File: src/rtl/uart_pkg.sv
// Shared UART definitions: FSM state encoding, parity modes
// and the 3-sample majority helper used by the receiver.
package uart_pkg;

    typedef enum logic [2:0] {
        S_IDLE   = 3'd0,
        S_START  = 3'd1,
        S_DATA   = 3'd2,
        S_PARITY = 3'd3,
        S_STOP   = 3'd4
    } state_t;

    localparam int PARITY_NONE = 0;
    localparam int PARITY_EVEN = 1;
    localparam int PARITY_ODD  = 2;

    function automatic logic maj3(input logic a, input logic b, input logic c);
        return (a & b) | (a & c) | (b & c);
    endfunction

endpackage

File: src/rtl/uart_bit_sampler.sv
// Bit timer and 3-sample majority vote for the UART receiver.
// Ports: clk, reset, rs (synchronised rx), clear (hold timer at 0),
//        bit_val (voted bit), decide (vote valid), bit_end (last tick of bit).
module uart_bit_sampler
    import uart_pkg::*;
#(
    parameter int CLKS_PER_BIT = 39
) (
    input  logic clk,
    input  logic reset,
    input  logic rs,
    input  logic clear,
    output logic bit_val,
    output logic decide,
    output logic bit_end
);

    localparam int TW  = $clog2(CLKS_PER_BIT);
    localparam int MID = (CLKS_PER_BIT - 1) / 2;

    localparam logic [TW-1:0] T_S0   = TW'(MID - 1);
    localparam logic [TW-1:0] T_S1   = TW'(MID);
    localparam logic [TW-1:0] T_DEC  = TW'(MID + 1);
    localparam logic [TW-1:0] T_LAST = TW'(CLKS_PER_BIT - 1);

    logic [TW-1:0] tcnt;
    logic          s0;
    logic          s1;

    always_ff @(posedge clk or posedge reset) begin
        if (reset) begin
            tcnt <= '0;
            s0   <= 1'b1;
            s1   <= 1'b1;
        end else begin
            if (clear || tcnt == T_LAST)
                tcnt <= '0;
            else
                tcnt <= tcnt + 1'b1;
            if (tcnt == T_S0)
                s0 <= rs;
            if (tcnt == T_S1)
                s1 <= rs;
        end
    end

    // Third sample is the live rs value in the decide cycle.
    assign bit_val = maj3(s0, s1, rs);
    assign decide  = (tcnt == T_DEC);
    assign bit_end = (tcnt == T_LAST);

endmodule

File: src/rtl/uart_rx_cfg.sv
// Configurable UART receiver: DBIT data bits, optional parity, 1-2 stop bits.
// Ports: clk, reset, rx -> rx_done_tick, dout, parity_err, frame_err, busy.
module uart_rx_cfg
    import uart_pkg::*;
#(
    parameter int CLKS_PER_BIT = 39,
    parameter int DBIT         = 8,
    parameter int PARITY_MODE  = 0,
    parameter int STOP_BITS    = 1
) (
    input  logic            clk,
    input  logic            reset,
    input  logic            rx,
    output logic            rx_done_tick,
    output logic [DBIT-1:0] dout,
    output logic            parity_err,
    output logic            frame_err,
    output logic            busy
);

    if (CLKS_PER_BIT < 8 || CLKS_PER_BIT > 1023) begin : g_bad_cpb
        $error("CLKS_PER_BIT out of range");
    end
    if (DBIT < 5 || DBIT > 9) begin : g_bad_dbit
        $error("DBIT out of range");
    end
    if (PARITY_MODE < 0 || PARITY_MODE > 2) begin : g_bad_par
        $error("PARITY_MODE illegal");
    end
    if (STOP_BITS < 1 || STOP_BITS > 2) begin : g_bad_stop
        $error("STOP_BITS illegal");
    end

    localparam logic [3:0] DLAST  = 4'(DBIT - 1);
    localparam logic [3:0] SLAST  = 4'(STOP_BITS - 1);
    localparam bit         PAR_EN = (PARITY_MODE != PARITY_NONE);
    localparam bit         PAR_OD = (PARITY_MODE == PARITY_ODD);

    logic            sync1;
    logic            rs;
    state_t          state;
    state_t          state_next;
    logic [3:0]      bcnt;
    logic [DBIT-1:0] data;
    logic            par_flag;
    logic            frm_flag;
    logic            clear;
    logic            bit_val;
    logic            decide;
    logic            bit_end;
    logic            done;
    logic            arm;
    logic            shift_en;
    logic            par_en;
    logic            stop_en;
    logic            par_x;

    always_ff @(posedge clk or posedge reset) begin
        if (reset) begin
            sync1 <= 1'b1;
            rs    <= 1'b1;
        end else begin
            sync1 <= rx;
            rs    <= sync1;
        end
    end

    // Timer is held at 0 in IDLE and zeroed on the way back to IDLE,
    // so START always begins with tcnt = 0.
    assign clear = (state == S_IDLE) || (state_next == S_IDLE);

    uart_bit_sampler #(
        .CLKS_PER_BIT(CLKS_PER_BIT)
    ) u_sampler (
        .clk    (clk),
        .reset  (reset),
        .rs     (rs),
        .clear  (clear),
        .bit_val(bit_val),
        .decide (decide),
        .bit_end(bit_end)
    );

    always_ff @(posedge clk or posedge reset) begin
        if (reset)
            state <= S_IDLE;
        else
            state <= state_next;
    end

    always_comb begin
        state_next = state;
        unique case (state)
            S_IDLE:
                if (!rs)
                    state_next = S_START;
            S_START:
                if (decide && bit_val)
                    state_next = S_IDLE;
                else if (bit_end)
                    state_next = S_DATA;
            S_DATA:
                if (bit_end && bcnt == DLAST)
                    state_next = PAR_EN ? S_PARITY : S_STOP;
            S_PARITY:
                if (bit_end)
                    state_next = S_STOP;
            S_STOP:
                // Finish mid last stop bit to catch a back-to-back start.
                if (decide && bcnt == SLAST)
                    state_next = S_IDLE;
            default:
                state_next = S_IDLE;
        endcase
    end

    always_comb begin
        arm      = (state == S_IDLE) && !rs;
        shift_en = (state == S_DATA) && decide;
        par_en   = (state == S_PARITY) && decide;
        stop_en  = (state == S_STOP) && decide;
        done     = stop_en && (bcnt == SLAST);
        busy     = (state != S_IDLE);
    end

    assign par_x = (^data) ^ bit_val;

    always_ff @(posedge clk or posedge reset) begin
        if (reset) begin
            bcnt         <= '0;
            data         <= '0;
            par_flag     <= 1'b0;
            frm_flag     <= 1'b0;
            dout         <= '0;
            parity_err   <= 1'b0;
            frame_err    <= 1'b0;
            rx_done_tick <= 1'b0;
        end else begin
            rx_done_tick <= done;
            if (state_next != state)
                bcnt <= '0;
            else if (bit_end && (state == S_DATA || state == S_STOP))
                bcnt <= bcnt + 1'b1;
            if (arm) begin
                par_flag <= 1'b0;
                frm_flag <= 1'b0;
            end
            if (shift_en)
                data <= {bit_val, data[DBIT-1:1]};
            if (par_en)
                par_flag <= PAR_OD ? ~par_x : par_x;
            if (stop_en && !bit_val)
                frm_flag <= 1'b1;
            if (done) begin
                dout       <= data;
                parity_err <= par_flag;
                frame_err  <= frm_flag | ~bit_val;
            end
        end
    end

endmodule

File: config.mk
export PLATFORM = sky130hd
export DESIGN_NAME = uart_rx_cfg
export DESIGN_NICKNAME = d
export VERILOG_FILES = /design/src/rtl/uart_pkg.sv /design/src/rtl/uart_bit_sampler.sv /design/src/rtl/uart_rx_cfg.sv
export SDC_FILE = /design/constraint.sdc
export NUM_CORES = 1
export LEC_CHECK = 0
export CAP_MARGIN = 0
export CORE_MARGIN = 1
export CORE_UTILIZATION = 51
export CTS_CLUSTER_DIAMETER = 200
export DETAILED_ROUTE_END_ITERATION = 8
export PLACE_DENSITY = 0.82
export SLEW_MARGIN = 20
export SYNTH_ARGS = -nofsm -noshare
export SYNTH_HDL_FRONTEND = slang
export SYNTH_SLANG_ARGS = --single-unit
File: constraint.sdc
create_clock -name clk -period 1.6 [get_ports clk]
set_input_delay 0.4 -clock clk [delete_from_list [all_inputs] [get_ports clk]]
set_output_delay 0.4 -clock clk [all_outputs]
set_load 0.02 [all_outputs]
==> results of run 1 <==
what timing repair did:
action	CTS	global route
pin swaps	5	1
endpoints found under the setup margin	39	28
gates resized for setup	20	7
buffers inserted	2	3
cloned	1	0
worst register-to-register path, delay by kind of cell (launching register included):
family	cells	cell delay [ns]
AND/OR/NAND/NOR	2	0.45
AO/OA/AOI/OAI	3	0.89
flip-flops	1	0.41
area by class of cell:
cell class | count | area (um2)
fill | 228 | 979.7
sequential | 38 | 955.9
multi-input combinational | 103 | 932.1
timing repair buffer | 40 | 341.6
clock buffer | 5 | 68.82
clock inverter | 3 | 68.82
tap | 46 | 57.56
inverter | 10 | 37.54
layer usage:
| layer | GRT usage (%) | part of all wire [%] |
|---|---|---|
| met4 | 9.012 | 1.8 |
| met3 | 5.839 | 3.9 |
| met5 | 0 | 0 |
| met1 | 27.35 | 41 |
| met2 | 39.81 | 53 |
synth_stat cells, types with 2 or more instances:
cell type / count
ha_1: 5
nor3b_1: 2
nor3_1: 4
buf_6: 2
nand3_1: 8
inv_1: 10
mux2_2: 19
xnor2_1: 9
xor2_1: 7
and2_1: 3
dfrtp_1: 34
buf_2: 2
nor2_1: 8
nor2b_1: 2
nand2_1: 6
dfstp_2: 4
o21ai_0: 5
kinds of logic (layout without fill, tap and decap cells):
| group | count (synthesis) | in the layout |
|---|---|---|
| muxes | 20 | 20 |
| xor gates and xnor gates | 16 | 16 |
| adders and majority gates | 6 | 6 |
| AOI/OAI and AO/OA | 13 | 13 |
| buffers and inverters | 14 | 58 |
| and+or+nand+nor | 47 | 48 |
| DFF | 38 | 38 |
state kept, by name (all words and copies together), names as in the netlist, 3 cells and up:
register and cells:
bcnt 4, dout 8, u_sampler.tcnt 6, data 8
state 3
worst paths after layout:
| check | cells past startpoint | slack, ns | to |
|---|---|---|---|
| worst min-delay path | 0 | 0.35 | rs$_DFF_PP1_ |
| min in group asynchronous | 3 | 0.45 | data[6]$_DFFE_PP0P_ |
| worst max-delay path | 5 | -0.26 | u_sampler.tcnt[2]$_DFF_PP0_ |
| worst max register to register | 5 | -0.26 | u_sampler.tcnt[2]$_DFF_PP0_ |
| max in group asynchronous | 3 | 0.90 | sync1$_DFF_PP1_ |
| worst min register to register | 0 | 0.35 | rs$_DFF_PP1_ |
power groups by stage:
stage	sequential (mW)	combinational, mW	clock [mW]
after floorplan	1.21	0.458	0
after global placement	1.17	0.764	0
after detailed placement	1.19	0.798	0
after CTS	1.18	0.834	0.984
after global routing	1.19	0.956	1.02
final	1.18	0.892	0.980
metrics by stage:
step / cells / instance area [um2] / TNS (ns)
after CTS: 243 / 2439 / -1.760
after global placement: 232 / 2248 / -0.7445
after floorplan: 154 / 1896 / -0.2745
final: 245 / 2462 / -2.556
after detailed placement: 232 / 2248 / -2.283
after global routing: 245 / 2462 / -3.549
==> summary.md, run 1 <==
| Metric | Value |
|---|---|
| Xor and xnor fraction of the mapped netlist area | `7.432%` |
| Ys async rst share | `100.0%` |
| Number of synthesis warnings | `0` |
| Wire per inst | `about 17 um` |
| Post-synthesis sequential area ratio | `50.70%` |
| Final-report max-slew violation count | `0` |
| Routed via count | `1348` |
| Number of global-route vias before repair | `1399` |
| Drt pass-1 iters | `4` |
| Max-cap violation count | `0` |
| Clock skew after layout | `between 0.007 and 0.008 ns` |
| Worst endpoint required time | `1.76 ns` |
| Highest clock frequency the design can meet | `537.9 MHz` |
| Pwr/cell area | `1238 nW/um2` |
| Slew at the pin closest to its max-slew limit | `0.3784 ns` |
| Average footprint of a synthesized cell | `12.24 um2` |
| Setup crit start kind | `flop` |
| Adder-Cell Fraction of Synth Area | `3.849%` |
| Main synth FF type | `dfrtp_1` |
| Core Region | `approximately 3400 um2` |
| Worst r2r src | `u_sampler.tcnt[3]$_DFF_PP0_` |
| I/O pin count | `15` |
| Setup crit start | `u_sampler.tcnt[3]$_DFF_PP0_` |
| Fraction of final layout cells sized beyond drive strength 1 | `between 30% and 40%` |
| GRT Residual Overflow | `0` |
| Detailed placer's ending HPWL | `2.637 mm` |
| Clk sink count | `38` |
| Number of library cell types mapped by synthesis | `41` |
| Final GP Congestion | `0.8418` |
| CTS root buf | `clkbuf_8` |
| Reg clk slew, reported paths | `0.08 ns` |
| Vias per cell | `5.502` |
| Number of cell rows | `21` |
| Post-Place Setup Slack | `-0.1957 ns` |
| Initial Utilization | `54.78%` |
| Crit end category | `flop` |
| HP Class | `flop to flop` |
| Leading cell types in the layout, fill and taps excluded | `dfrtp_1, buf_4, mux2_2` |
| Setup slack after layout | `-0.2590 ns` |
| Cts-stage hold buffer count | `0` |
| Failing checks | `negative setup slack` |
| Final worst path period need | `1.859 ns` |
| Peak per-stage delay on the critical path | `0.41 ns` |
| Slowest stage cell on the critical path | `dfrtp_1` |
| Flop pwr share | `38.6%` |
| Number of routed nets with antenna violations | `0` |
| Run status | `finished, violations left` |
| WP data arrival | `~2.0 ns` |
| Final core utilization | `71.54%` |
| Sw Pwr | `approximately 880 uW` |
| Global-route usage over all layers | `23.04%` |
| Total CTS buffers | `5` |
| Flip-flop and latch count after synthesis | `38` |
| Static leakage | `1.222 nW` |
| Final hold violation count | `0` |
| Peak supply drop | `0.8300 mV` |
| Fraction of the mapped netlist area in compound gates | `roughly 6.2%` |
| TritonCTS clock tree | `yes` |
| Pin count of the biggest net entering global routing | `39` |
| Gate count of the mapped netlist | `154` |
| H-tree levels | `2` |
| Die area | `3944 um2` |
| Number of DRC violations after detailed routing | `0` |
| Synth area leaders | `dfrtp_1, mux2_2, dfstp_2` |
| Clk_lat worst skew | `0.29 ns` |
| Sequence of cells on the critical path | `and4bb_1, o211ai_1, a22o_4, a211oi_4, nor3_1` |
| Area growth from synthesis to final layout | `30.59%` |
| Smallest hold slack | `0.3509 ns` |
| Crit Path Class | `flop to flop` |
| Count of flip-flops with a built-in enable after synthesis | `0` |
| Longest Clk Path Bufs | `2` |
| Die Height | `around 63 um` |
| Worst Path Max Fanout | `6` |
| Total Power Consumption | `between 3 and 4 mW` |
| Wirelength, routed | `4.077 mm` |
| Most frequent standard cell in the layout excluding fill and tap cells | `dfrtp_1` |
| Part of the power in the clock network | `32.1%` |
| Largest family of logic cells by synthesized area | `simple AND/OR/NAND/NOR gates` |
| Global-route wire length before repair | `6.837 mm` |
| Final setup violation count | `16` |
| Synth top area share | `a little under half` |
| Part of the cycle the worst path needs | `116.2%` |
| Relative max-transition margin | `74.66%` |
| Largest area contributor in the synthesized netlist | `dfrtp_1` |
| Quantity of I/O buffers inserted on ports | `14` |
| Number of antenna violations at the first check in global routing | `0` |
| Die Span X | `62.81 um` |
| Mux share of post-synthesis cell area | `11.88%` |
| Category of cells accounting for the largest share of critical-path delay | `compound AO/OA/AOI/OAI gates` |
| Synthesized cell area | `1886 um2` |
| Share of total power consumed by net switching | `between 20% and 30%` |
| Beginning of the worst hold path | `sync1$_DFF_PP1_` |
| Ant. Diodes | `0` |
| Setup repair after global routing missed its margin | `true` |
| Internal portion of total power | `between 2 and 2.5 mW` |
| Count of routing violations after the opening detailed-route iteration | `36` |
| Count of buffering cells on the critical path with inverters included | `0` |
| Combinational share of power | `29.3%` |
| Simple-gate portion of the synthesized area | `16.19%` |
| Syn nets | `162` |
| Nets | `206` |
Power figures use the tool's default switching activity.
==> run 2: changes to the inputs <==
Settings changed: ABC_AREA from default to 1, CORE_UTILIZATION 51 to 52, PLACE_DENSITY 0.82 to 0.83, TNS_END_PERCENT from default to 50.
==> summary.md, run 2 <==
| Metric | Value |
|---|---|
| Fraction of final layout cells sized beyond drive strength 1 | `39.47%` |
| Final setup violation count | `21` |
| Worst R2R Path Depth | `10` |
| Nets | `273` |
| Pwr/cell area | `1016 nW/um2` |
| Number of cells on the worst hold path | `0` |
| Static leakage | `between 1 and 1.5 nW` |
| Failing checks | `negative setup slack` |
| Largest registers | `data (8), dout (8), u_sampler.tcnt (6)` |
| Setup repair after global routing missed its margin | `true` |
| HP Class | `flop to flop` |
| GRT Residual Overflow | `0` |
| Placed insts | `296` |
| Minimum setup slack among reg-to-reg paths | `-0.16 ns` |
| Leading cell type by number of instances after synthesis | `nand2_1` |
| Flip-flop and latch count after synthesis | `38` |
| Crit end category | `flop` |
| WP data arrival | `1.95 ns` |
| Wirelength, routed | `4.449 mm` |
| Number of DRC violations after detailed routing | `0` |
| Leading cell types in the layout, fill and taps excluded | `nand2_1, dfrtp_1, buf_4` |
| Count of routing violations after the opening detailed-route iteration | `82` |
| Number of synthesis warnings | `0` |
| Peak supply drop | `approximately 1 mV` |
| Largest area contributor in the synthesized netlist | `dfrtp_1` |
| Relative max-transition margin | `about three quarters` |
| Synth top area share | `41.34%` |
| Number of global-route vias before repair | `between 1500 and 2000` |
| Final hold violation count | `0` |
| Count of filler cells inserted in the layout | `263` |
| Synth area leaders | `dfrtp_1, nand2_1, mux2_4` |
| Initial Utilization | `55.39%` |
| Setup slack after layout | `-0.1628 ns` |
| Final worst path period need | `1.763 ns` |
| Die area | `4214 um2` |
| Slew at the pin closest to its max-slew limit | `approximately 0.36 ns` |
| Global-route usage over all layers | `22.52%` |
| Peak per-stage delay on the critical path | `0.40 ns` |
| Count of flip-flops with a built-in enable after synthesis | `0` |
| Pin count of the biggest net entering global routing | `39` |
| CTS root buf | `clkbuf_8` |
| H-tree levels | `2` |
| Clk sink count | `38` |
| Reg clk slew, reported paths | `0.08 ns` |
| Number of antenna violations at the first check in global routing | `0` |
| Die Height | `64.92 um` |
| Top cells by instance count after synthesis | `nand2_1, dfrtp_1, inv_1, nor2_1, nor2_2` |
| Quantity of I/O buffers inserted on ports | `14` |
| Slowest stage cell on the critical path | `dfrtp_1` |
| Run status | `finished, violations left` |
| Main synth FF type | `dfrtp_1` |
| TritonCTS clock tree | `yes` |
| Final-report max-slew violation count | `0` |
| Sequence of cells on the critical path | `inv_2, ha_4, nand3_4, nor2_4, buf_6, nor2_4, o21ai_1, o211ai_1, nand3_2, nor2_1` |
| Highest clock frequency the design can meet | `between 500 and 600 MHz` |
| Worst Hold Path EP | `rs$_DFF_PP1_` |
| Die Span X | `64.92 um` |
| Final non-filler cell area | `between 2000 and 3000 um2` |
| Count of buffering cells on the critical path with inverters included | `2` |
| Worst Path Max Fanout | `4` |
| Syn nets | `224` |
| Synthesized cell area | `2058 um2` |
| Cell Area, Placed | `between 2000 and 2500 um2` |
| Number of library cell types mapped by synthesis | `29` |
| Longest Clk Path Bufs | `2` |
| Max-cap violation count | `0` |
| Post-synthesis sequential area ratio | `46.44%` |
| Vias per cell | `slightly above 5` |
| Worst r2r src | `u_sampler.tcnt[0]$_DFF_PP0_` |
| Gate count of the mapped netlist | `roughly 220` |
| Wire per inst | `14.17 um` |
| Total Power Consumption | `2.786 mW` |
| Category of cells accounting for the largest share of critical-path delay | `simple AND/OR/NAND/NOR gates` |
| Routed via count | `1613` |
| Clock skew after layout | `~0.0073 ns` |
| Cts-stage hold buffer count | `0` |
| Part of the cycle the worst path needs | `110.2%` |
| Ant. Diodes | `0` |
| Average footprint of a synthesized cell | `9.529 um2` |
| Final GP Congestion | `0.8192` |
| Capture instance of the worst register-to-register path | `bcnt[2]$_DFFE_PP0P_` |
| I/O pin count | `15` |
| Clk_lat worst skew | `0.30 ns` |
| Ys async rst share | `100.0%` |
| Setup crit start kind | `flop` |
| Final std cells w/o fill | `314` |
| Critical path's most frequent cell | `nor2_4` |
| Crit Path Class | `flop to flop` |
| Core Region | `around 3700 um2` |
| Worst endpoint required time | `1.79 ns` |
| Number of routed nets with antenna violations | `0` |
| Detailed placer's ending HPWL | `2.778 mm` |
| Total CTS buffers | `5` |
| Drt pass-1 iters | `4` |
| Global-route wire length before repair | `slightly above 7 mm` |
| Beginning of the worst hold path | `sync1$_DFF_PP1_` |
| Area growth from synthesis to final layout | `33.31%` |
| Most frequent standard cell in the layout excluding fill and tap cells | `nand2_1` |
| Number of cell rows | `22` |
==> run 2: metal layers <==
metal	track usage (%)	vias up	wire length [um]
li1	-	771	-
met1	26.42	784	1832
met2	39.84	42	2315
met3	4.930	16	162
met4	8.333	0	138
met5	0	-	0
==> run 2: worst max path at each step <==
stage / startpoint / end / slack, ns / depth (start not counted)
2_1_floorplan: u_sampler.tcnt[0]$_DFF_PP0_ / dout[0]$_DFFE_PP0P_ / -0.01 / 8
3_3_place_gp: u_sampler.tcnt[0]$_DFF_PP0_ / dout[5]$_DFFE_PP0P_ / -0.02 / 8
3_5_place_dp: u_sampler.tcnt[0]$_DFF_PP0_ / dout[5]$_DFFE_PP0P_ / -0.09 / 8
4_1_cts: u_sampler.tcnt[0]$_DFF_PP0_ / dout[0]$_DFFE_PP0P_ / -0.10 / 8
5_1_grt: u_sampler.tcnt[1]$_DFF_PP0_ / bcnt[2]$_DFFE_PP0P_ / -0.21 / 10
6_report: u_sampler.tcnt[0]$_DFF_PP0_ / bcnt[2]$_DFFE_PP0P_ / -0.16 / 10
==> run 2: final cells by class <==
cell class / instances / area (um2) / share of cell area, %
timing repair buffer: 45 / 417.9 / 15.23
tap: 48 / 60.06 / 2.189
clock inverter: 3 / 68.82 / 2.508
sequential: 38 / 955.9 / 34.84
inverter: 30 / 112.6 / 4.104
multi-input combinational: 145 / 1060 / 38.62
clock buffer: 5 / 68.82 / 2.508
==> run 2: timing repair <==
action | CTS | global route
resized for setup | 33 | 14
pin swaps | 8 | 15
endpoints found under the setup margin | 32 | 26
cloned | 1 | 0
setup buffers | 6 | 3
==> run 2: cell families (layout without fill, tap and decap cells) <==
family,after synthesis,in the layout,synth area share (%)
AOI/OAI and AO/OA,16,16,4.559
xor gates and xnor gates,12,12,5.106
adders and majority gates,5,5,3.040
buffers and inverters,33,83,6.930
DFF,38,38,46.44
muxes,13,13,8.936
and+or+nand+nor,99,99,24.98
==> run 2: through the flow <==
stage          util (%)  TNS (ns)  worst slack (ns)  hold WS [ns]
2_1_floorplan         -  -0.08687          -0.01448        0.3452
3_3_place_gp      64.88   -0.1343          -0.02086        0.3474
3_5_place_dp      64.88   -0.9653          -0.09430        0.3472
4_1_cts           71.45    -1.065           -0.1025        0.3549
5_1_grt           73.84    -3.340           -0.2120        0.3634
6_report          73.84    -1.651           -0.1628        0.3505
==> run 2: report_power, final <==
group          internal, mW  switching [mW]
Sequential             1.04          0.0754
Combinational         0.313           0.367
Clock                 0.625           0.367
Total                  1.98           0.810
